==> src/rtl/spi_pkg.sv <==
// Shared types and constants for the SPI memory initiator and its SCLK generator.
package spi_pkg;

    typedef enum logic [2:0] {
        IDLE,
        SETUP,
        SHIFT,
        HOLD,
        GAP
    } spi_state_e;

    localparam int FRAME_BITS = 16;
    localparam int ADDR_W     = 7;
    localparam int DATA_W     = 8;

    localparam logic RW_READ  = 1'b1;
    localparam logic RW_WRITE = 1'b0;

endpackage

==> src/rtl/spi_sclk_gen.sv <==
// SCLK divider: owns the half-period counter and marks the rise, sample and fall cycles.
module spi_sclk_gen #(
    parameter int CLK_DIV = 4
) (
    input  logic clk,
    input  logic reset,
    input  logic en_i,
    output logic sclk_o,
    output logic rise_pulse_o,
    output logic sample_pulse_o,
    output logic fall_pulse_o
);

    localparam int               DIV_W    = $clog2(CLK_DIV);
    localparam logic [DIV_W-1:0] DIV_LAST = DIV_W'(CLK_DIV - 1);

    logic [DIV_W-1:0] div_q, div_d;
    logic             sclk_q, sclk_d;
    logic             fall_q;
    logic             wrap;

    assign wrap = (div_q == DIV_LAST);

    always_comb begin
        div_d  = div_q;
        sclk_d = sclk_q;
        if (!en_i) begin
            div_d  = '0;
            sclk_d = 1'b0;
        end else if (wrap) begin
            div_d  = '0;
            sclk_d = ~sclk_q;
        end else begin
            div_d = div_q + 1'b1;
        end
    end

    always_ff @(posedge clk or posedge reset) begin
        if (reset) begin
            div_q  <= '0;
            sclk_q <= 1'b0;
            fall_q <= 1'b0;
        end else begin
            div_q  <= div_d;
            sclk_q <= sclk_d;
            fall_q <= sample_pulse_o;
        end
    end

    // A fall only follows a completed high phase, so the first low phase never pulses.
    assign sclk_o         = sclk_q;
    assign rise_pulse_o   = en_i && sclk_q && (div_q == '0);
    assign sample_pulse_o = en_i && sclk_q && wrap;
    assign fall_pulse_o   = en_i && fall_q;

endmodule

==> src/rtl/spi_master.sv <==
// SPI initiator for the 7-bit-address byte memory: one command in, one 16-bit mode-0 frame out.
// state | meaning
// IDLE  | waiting for start; command fields latched on accept
// SETUP | cs_n low, first bit on mosi, sclk low for CLK_DIV cycles
// SHIFT | 16 bits, each CLK_DIV low then CLK_DIV high cycles
// HOLD  | cs_n low, sclk low for CLK_DIV cycles after the last bit
// GAP   | cs_n high for CS_IDLE cycles; done on the last one
module spi_master
    import spi_pkg::*;
#(
    parameter int CLK_DIV = 4,
    parameter int CS_IDLE = 4
) (
    input  logic              clk,
    input  logic              reset,
    input  logic              start,
    input  logic              rw,
    input  logic [ADDR_W-1:0] addr,
    input  logic [DATA_W-1:0] wdata,
    output logic              busy,
    output logic              done,
    output logic [DATA_W-1:0] rdata,
    output logic              sclk,
    output logic              cs_n,
    output logic              mosi,
    input  logic              miso
);

    localparam int               DIV_W    = $clog2(CLK_DIV);
    localparam int               GAP_W    = $clog2(CS_IDLE + 1);
    localparam int               BIT_W    = $clog2(FRAME_BITS);
    localparam logic [DIV_W-1:0] PH_LOAD  = DIV_W'(CLK_DIV - 1);
    localparam logic [GAP_W-1:0] GAP_LOAD = GAP_W'(CS_IDLE - 1);
    localparam logic [BIT_W-1:0] BIT_LOAD = BIT_W'(FRAME_BITS - 1);

    spi_state_e            state_q, state_d;
    logic [DIV_W-1:0]      ph_cnt_q, ph_cnt_d;
    logic [GAP_W-1:0]      gap_cnt_q, gap_cnt_d;
    logic [BIT_W-1:0]      bit_cnt_q, bit_cnt_d;
    logic                  last_q, last_d;
    logic                  rw_q, rw_d;
    logic [FRAME_BITS-1:0] tx_q, tx_d;
    logic [DATA_W-2:0]     rx_q, rx_d;
    logic [DATA_W-1:0]     rdata_q, rdata_d;
    logic [DATA_W-1:0]     tx_low;

    logic shift_en;
    logic sclk_int;
    logic rise_pulse;
    logic sample_pulse;
    logic fall_pulse;

    assign shift_en = (state_q == SHIFT);
    assign tx_low   = (rw == RW_WRITE) ? wdata : '0;

    spi_sclk_gen #(
        .CLK_DIV(CLK_DIV)
    ) u_sclk_gen (
        .clk           (clk),
        .reset         (reset),
        .en_i          (shift_en),
        .sclk_o        (sclk_int),
        .rise_pulse_o  (rise_pulse),
        .sample_pulse_o(sample_pulse),
        .fall_pulse_o  (fall_pulse)
    );

    always_comb begin
        state_d   = state_q;
        ph_cnt_d  = ph_cnt_q;
        gap_cnt_d = gap_cnt_q;
        bit_cnt_d = bit_cnt_q;
        last_d    = last_q;
        rw_d      = rw_q;
        tx_d      = tx_q;
        rx_d      = rx_q;
        rdata_d   = rdata_q;
        case (state_q)
            IDLE: begin
                if (start) begin
                    state_d   = SETUP;
                    rw_d      = rw;
                    tx_d      = {addr, rw, tx_low};
                    ph_cnt_d  = PH_LOAD;
                    bit_cnt_d = BIT_LOAD;
                    last_d    = 1'b0;
                end
            end
            SETUP: begin
                if (ph_cnt_q == '0) begin
                    state_d = SHIFT;
                end else begin
                    ph_cnt_d = ph_cnt_q - 1'b1;
                end
            end
            SHIFT: begin
                if (fall_pulse) begin
                    bit_cnt_d = bit_cnt_q - 1'b1;
                end
                // Final-bit flag is settled at the rise so the exit decode at sample is one flop.
                if (rise_pulse) begin
                    last_d = (bit_cnt_q == '0);
                end
                if (sample_pulse) begin
                    tx_d = {tx_q[FRAME_BITS-2:0], 1'b0};
                    rx_d = {rx_q[DATA_W-3:0], miso};
                    if (last_q) begin
                        state_d  = HOLD;
                        ph_cnt_d = PH_LOAD;
                        if (rw_q == RW_READ) begin
                            rdata_d = {rx_q, miso};
                        end
                    end
                end
            end
            HOLD: begin
                if (ph_cnt_q == '0) begin
                    state_d   = GAP;
                    gap_cnt_d = GAP_LOAD;
                end else begin
                    ph_cnt_d = ph_cnt_q - 1'b1;
                end
            end
            GAP: begin
                if (gap_cnt_q == '0) begin
                    state_d = IDLE;
                end else begin
                    gap_cnt_d = gap_cnt_q - 1'b1;
                end
            end
            default: state_d = IDLE;
        endcase
    end

    always_ff @(posedge clk or posedge reset) begin
        if (reset) begin
            state_q   <= IDLE;
            ph_cnt_q  <= '0;
            gap_cnt_q <= '0;
            bit_cnt_q <= '0;
            last_q    <= 1'b0;
            rw_q      <= 1'b0;
            tx_q      <= '0;
            rx_q      <= '0;
            rdata_q   <= '0;
        end else begin
            state_q   <= state_d;
            ph_cnt_q  <= ph_cnt_d;
            gap_cnt_q <= gap_cnt_d;
            bit_cnt_q <= bit_cnt_d;
            last_q    <= last_d;
            rw_q      <= rw_d;
            tx_q      <= tx_d;
            rx_q      <= rx_d;
            rdata_q   <= rdata_d;
        end
    end

    assign busy  = (state_q != IDLE);
    assign done  = (state_q == GAP) && (gap_cnt_q == '0);
    assign cs_n  = !((state_q == SETUP) || (state_q == SHIFT) || (state_q == HOLD));
    assign sclk  = sclk_int;
    assign mosi  = tx_q[FRAME_BITS-1];
    assign rdata = rdata_q;

endmodule

==> config.mk <==
export PLATFORM = sky130hd
export DESIGN_NAME = spi_master
export DESIGN_NICKNAME = d
export VERILOG_FILES = /design/src/rtl/spi_pkg.sv /design/src/rtl/spi_sclk_gen.sv /design/src/rtl/spi_master.sv
export SDC_FILE = /design/constraint.sdc
export NUM_CORES = 1
export LEC_CHECK = 0
export CORE_UTILIZATION = 35
export DETAILED_ROUTE_END_ITERATION = 12
export PLACE_DENSITY = 0.64
export SYNTH_ARGS = -nofsm -noshare
export SYNTH_HDL_FRONTEND = slang
export SYNTH_HIERARCHICAL = 1
export SYNTH_SLANG_ARGS = --single-unit
==> constraint.sdc <==
create_clock -name clk -period 2.41 [get_ports clk]
set_input_delay 0.241 -clock clk [delete_from_list [all_inputs] [get_ports clk]]
set_output_delay 0.241 -clock clk [all_outputs]
set_load 0.1 [all_outputs]
; ---- Word-level counts from Yosys, hierarchy flattened
; Index checks and enable logic that the tools add are counted.
[word_totals]
out_inout_bits = 13
mem_bits_rw = 0
regBits = 49
word_cells = 89
inputBits = 20
n_memories = 0
romBits = 0
latch_bits = 0
[classes]
order_cmp = 0
bitwise_logic = 1
shifts = 0
muxes = 29
multipliers = 0
n_eq_ne = 16
add_sub_neg = 4
div = 0
n_reduce_logical = 27
[ops]
columns = cell, count
row1 = $mux W16, 2
row2 = $pmux W16 S2, 1
row3 = $mux W3, 8
row4 = $ne A2 B2 Y1 const B, 11
row5 = $pmux W3 S5, 1
row6 = $mux W2, 6
row7 = $reduce_and A3 Y1, 4
row8 = $mux W4, 2
row9 = $mux W8, 1
row10 = $pmux W4 S2, 1
row11 = $eq A3 B2 Y1 const B, 2
row12 = $logic_not A3 Y1, 2
row13 = $pmux W2 S3, 1
row14 = $pmux W3 S2, 1
row15 = $reduce_and A6 Y1, 1
row16 = $reduce_bool A3 Y1, 2
row17 = $logic_and A1 B1 Y1, 5
row18 = $reduce_and A5 Y1, 1
row19 = $logic_not A2 Y1, 2
row20 = $logic_not A4 Y1, 1
row21 = $mux W1, 4
row22 = $reduce_and A2 Y1, 2
row23 = $reduce_and A4 Y1, 1
row24 = $reduce_bool A2 Y1, 2
row25 = other kinds (12), 13

; ---- Longest topological paths before layout
[logic_depth]
ltp_word = 5
mapped_depth = 8
ltp_nobuf = 5

; ---- Modules after synthesis
; The synthesis kept the hierarchy.
[by_module_without_submodules]
columns = mod, n_inst, seq_area_each_um2, area_each_um2, cells_per_inst
row1 = spi_master, 1, 1126.1, 2248.4, 177
row2 = spi_sclk_gen, 1, 100.1, 185.2, 16

; ---- Least setup slack after synthesis
; No wires, ideal clock.
[synth_path]
kind = reg2reg
start = register u_sclk_gen.sclk_q, in the netlist u_sclk_gen/sclk_o
end = register tx_q[0]
setup_time_ns = 0.127
path_stages_with_launch = 6
synth_period_minus_slack_ns = 2.185
required_ns = 2.283
setup_slack_ns = 0.225
arrival_time_ns = 2.057
n_path_buf = 1
cell_sequence = dfrtp_1 and3_2 mux2i_1 nor2_4 buf_6 mux2_1
[synth_between]
elab_chain_cells = 4
[synth_rtl]
columns = item, line
row1 = start: declaration, spi_sclk_gen.sv:18  ; logic sclk_q, sclk_d;
row2 = start signal: assignment, spi_sclk_gen.sv:45  ; sclk_q <= sclk_d;
row3 = $logic_and A1 B1 Y1 (2 in series), spi_sclk_gen.sv:53  ; assign sample_pulse_o = en_i && sclk_q && wrap;
row4 = net sample_pulse, spi_master.sv:50  ; logic sample_pulse;
row5 = $ne A2 B2 Y1 (no source line), n/a
row6 = $reduce_and A3 Y1 (no source line), n/a
row7 = end signal: assignment, spi_master.sv:153  ; tx_q <= tx_d;
row8 = end: declaration, spi_master.sv:42  ; logic [FRAME_BITS-1:0] tx_q, tx_d;
; The timed path passes the listed nets, and every way through them passes these cells.
; A chain may end at the register's enable or synchronous reset.

; ---- Worst setup path in the final report
[layout_path]
start = register state_q[0]
end = register bit_cnt_q[1]
[layout_between]
elab_chain_cells = 4
elab_cells_between_ends = 8
classes_between = eq/ne: 3 / mux: 1 / reduce/logical: 4
[layout_rtl]
columns = item, line
row1 = start: declaration, spi_master.sv:36  ; spi_state_e state_q, state_d;
row2 = start signal: assignment, spi_master.sv:147  ; state_q <= state_d;
row3 = $eq A3 B2 Y1, spi_master.sv:53  ; assign shift_en = (state_q == SHIFT);
row4 = $logic_and A1 B1 Y1, spi_sclk_gen.sv:54  ; assign fall_pulse_o = en_i && fall_q;
row5 = net fall_pulse, spi_master.sv:51  ; logic fall_pulse;
row6 = $ne A2 B2 Y1 (no source line), n/a
row7 = $reduce_and A3 Y1 (no source line), n/a
row8 = end signal: assignment, spi_master.sv:150  ; bit_cnt_q <= bit_cnt_d;
row9 = end: declaration, spi_master.sv:39  ; logic [BIT_W-1:0] bit_cnt_q, bit_cnt_d;
; The timed path passes the listed nets, and every way through them passes these cells.

==> impl_metrics.tcl <==
set metrics [dict create \
    syn_area_um2 2434 \
    worstSetupStartpoint "state_q[0]" \
    power.density_nw_per_um2 942.1 \
    synthTopCellsByArea "dfrtp_1 (50%), mux2_2 (17%), mux2_1 (3.7%)" \
    fin_tns_setup_ns 0 \
    cts_hold_buffers 0 \
    synth_warnings 6 \
    vias_per_cell 4.799 \
    antennaDiodeCount 0 \
    ys_seq_elements 49 \
    die-area_um2 7291 \
    arrival_ns 2.19 \
    n_fill_cell 640 \
    clk_latency_ns 0.30 \
    drtAntennaViolNets 0 \
    finalMaxSlewViolations 0 \
    start_util 0.3602 \
    drc 0 \
    clock-sinks 49 \
    antenna_found_initial 0 \
    final_hold_viol_count 0 \
    startpoint_type "flip-flop" \
    tightest_slew_ns 0.7795 \
    ys_seq_area_frac 0.5039 \
    rsz0062_at_grt "no" \
    whs_ns 0.1785 \
    ys_async_sr_fraction 1.000 \
    yosys.cell_types.count 35 \
    total_leakage_power_nw 1.336 \
    wirelength_um 3989 \
    cts_buffer_depth 2 \
    grt_pass1_vias 1501 \
    io_buffers 32 \
    r2r-start "state_q[0]" \
    critPathKind "reg -> reg" \
    synthTopCellsByCount "dfrtp_1 (49), mux2_2 (37), inv_1 (15)" \
    finalCriticalPeriod_ns 2.009 \
    period_share 0.8334 \
    cts_root_buf "clkbuf_8" \
    drive_gt1_frac 0.3114 \
    areaGrowthSynthToFinish_pct 18.87 \
    outcome "finished, final reports clean" \
    peakVddDrop_mv 0.5858 \
    setup_viol 0 \
    slew_headroom 0.4771 \
    r2r_end "bit_cnt_q[1]" \
    syn_avg_cell_area_um2 12.61 \
    critPathCaptureType "flip-flop" \
    cp_num_buf_inv 1 \
    dr.pass1.iters 4 \
    critPathMaxFanout 14 \
    clock_skew_ns 0.01065 \
    synthFlopType "dfrtp_1" \
    post-synth-top-area-cell "dfrtp_1" \
    vias 1478 \
    cts_resized 0 \
    gp_congestion 0.7230 \
    cts_tree "yes" \
    synth-edff-count 0 \
    critical_path.max_stage_delay_ns 0.50 \
    clk_pin_slew_ns 0.10 \
    finalNetCount 254 \
    crit_required_ns 2.60 \
    post_cts_buffers 0 \
    die_h_um 85.39 \
    synth_top_area_share 0.5039 \
    crit_slowest_cell "dfrtp_1" \
    drt-initial-drc-count 52 \
    numCtsBuffers 5 \
    grt_pass1_wl_um 7113 \
    synth_nets 220 \
    htreeDepth 2 \
    die_w_um 85.39 \
    postSynthCellCount 193 \
    crit_chain "nor3b_4 > buf_4 > and2_1 > mux2i_1 > nor2_1 > mux2_2" \
    worst-r2r-cell-count 6 \
    grt_use_total 0.1245 \
    p_total_mw 2.725 \
    yosysMostFrequentCell "dfrtp_1" \
    avgRoutedWirePerCell_um 12.95 \
    maxCapViolations 0 \
    ios 33 \
    dp_hpwl_um 2929 \
    core-area_um2 6756 \
    grt-ovfl-total 0 \
    hp-class "in -> async" \
    std_cell_rows 30 \
    max_freq_mhz 497.9 \
    path_delay_family "simple AND/OR/NAND/NOR gates" \
    grt_max_degree 27 \
    r2r_setup_slack_ns 0.40 \
]
stage by stage:
stage / cells / worst slack [ns] / cell area, um^2 / util
finish: 308 / 0.4014 / 2893 / 0.4281
global route: 308 / 0.2309 / 2893 / 0.4281
CTS: 308 / 0.3760 / 2893 / 0.4281
detailed placement: 300 / 0.3988 / 2798 / 0.4141
global placement: 300 / 0.4619 / 2798 / 0.4141
floorplan: 193 / 0.2253 / 2434 / -
registers in the layout (all words and copies together), names as in the netlist:
register,count
rdata,8
rx_q,7
last_q,1
bit_cnt_q,4
state_q,3
ph_cnt_q,2
u_sclk_gen/div_q,2
rw_q,1
u_sclk_gen/sclk_o,1
u_sclk_gen/fall_q,1
gap_cnt_q,3
tx_q,16
worst max path at each step:
stage,endpoint,cells past startpoint
2_1_floorplan,tx_q[0],5
3_3_place_gp,bit_cnt_q[1],6
3_5_place_dp,bit_cnt_q[1],6
4_1_cts,bit_cnt_q[1],6
5_1_grt,bit_cnt_q[1],6
6_report,bit_cnt_q[1],6
area by class of cell:
class                      count  area (um^2)  area share
clock buffer                   5        68.82     0.02379
timing repair buffer          37        337.8      0.1168
inverter                      15        56.30     0.01946
sequential                    49         1226      0.4239
tap                           80        100.1     0.03460
clock inverter                 3        26.28    0.009083
multi-input combinational    119         1077      0.3724
cell families after synthesis:
logic type | synth area share
buf+inv | 0.05604
fa+ha+maj | 0.03599
flops | 0.5039
mux | 0.2411
simple gates | 0.1229
compound gates | 0.03291
xor+xnor | 0.007199
report_power, final:
group / leakage [nW] / switching, mW / internal, mW
clock: 0.0423 / 0.292 / 0.211
combinational: 0.674 / 0.589 / 0.456
sequential: 0.619 / 0.139 / 1.04
cell usage in the layout, fill, tap and decap left out, types with 7 or more instances in the layout:
cell type / synthesis / routed
inv_1: 15 / 14
nor2b_1: 7 / 7
clkdlybuf4s50_1: 0 / 19
dfrtp_1: 49 / 49
buf_4: 5 / 17
mux2_1: 8 / 8
mux2_2: 37 / 37
mux2i_1: 8 / 8
ha_1: 7 / 7
routing by layer:
metal	routed length [um]	GRT usage
met5	0	0
met4	40	0.04545
met3	100	0.02335
met2	1912	0.2031
met1	1935	0.1658
No activity file was read; power rests on OpenSTA's default activity.
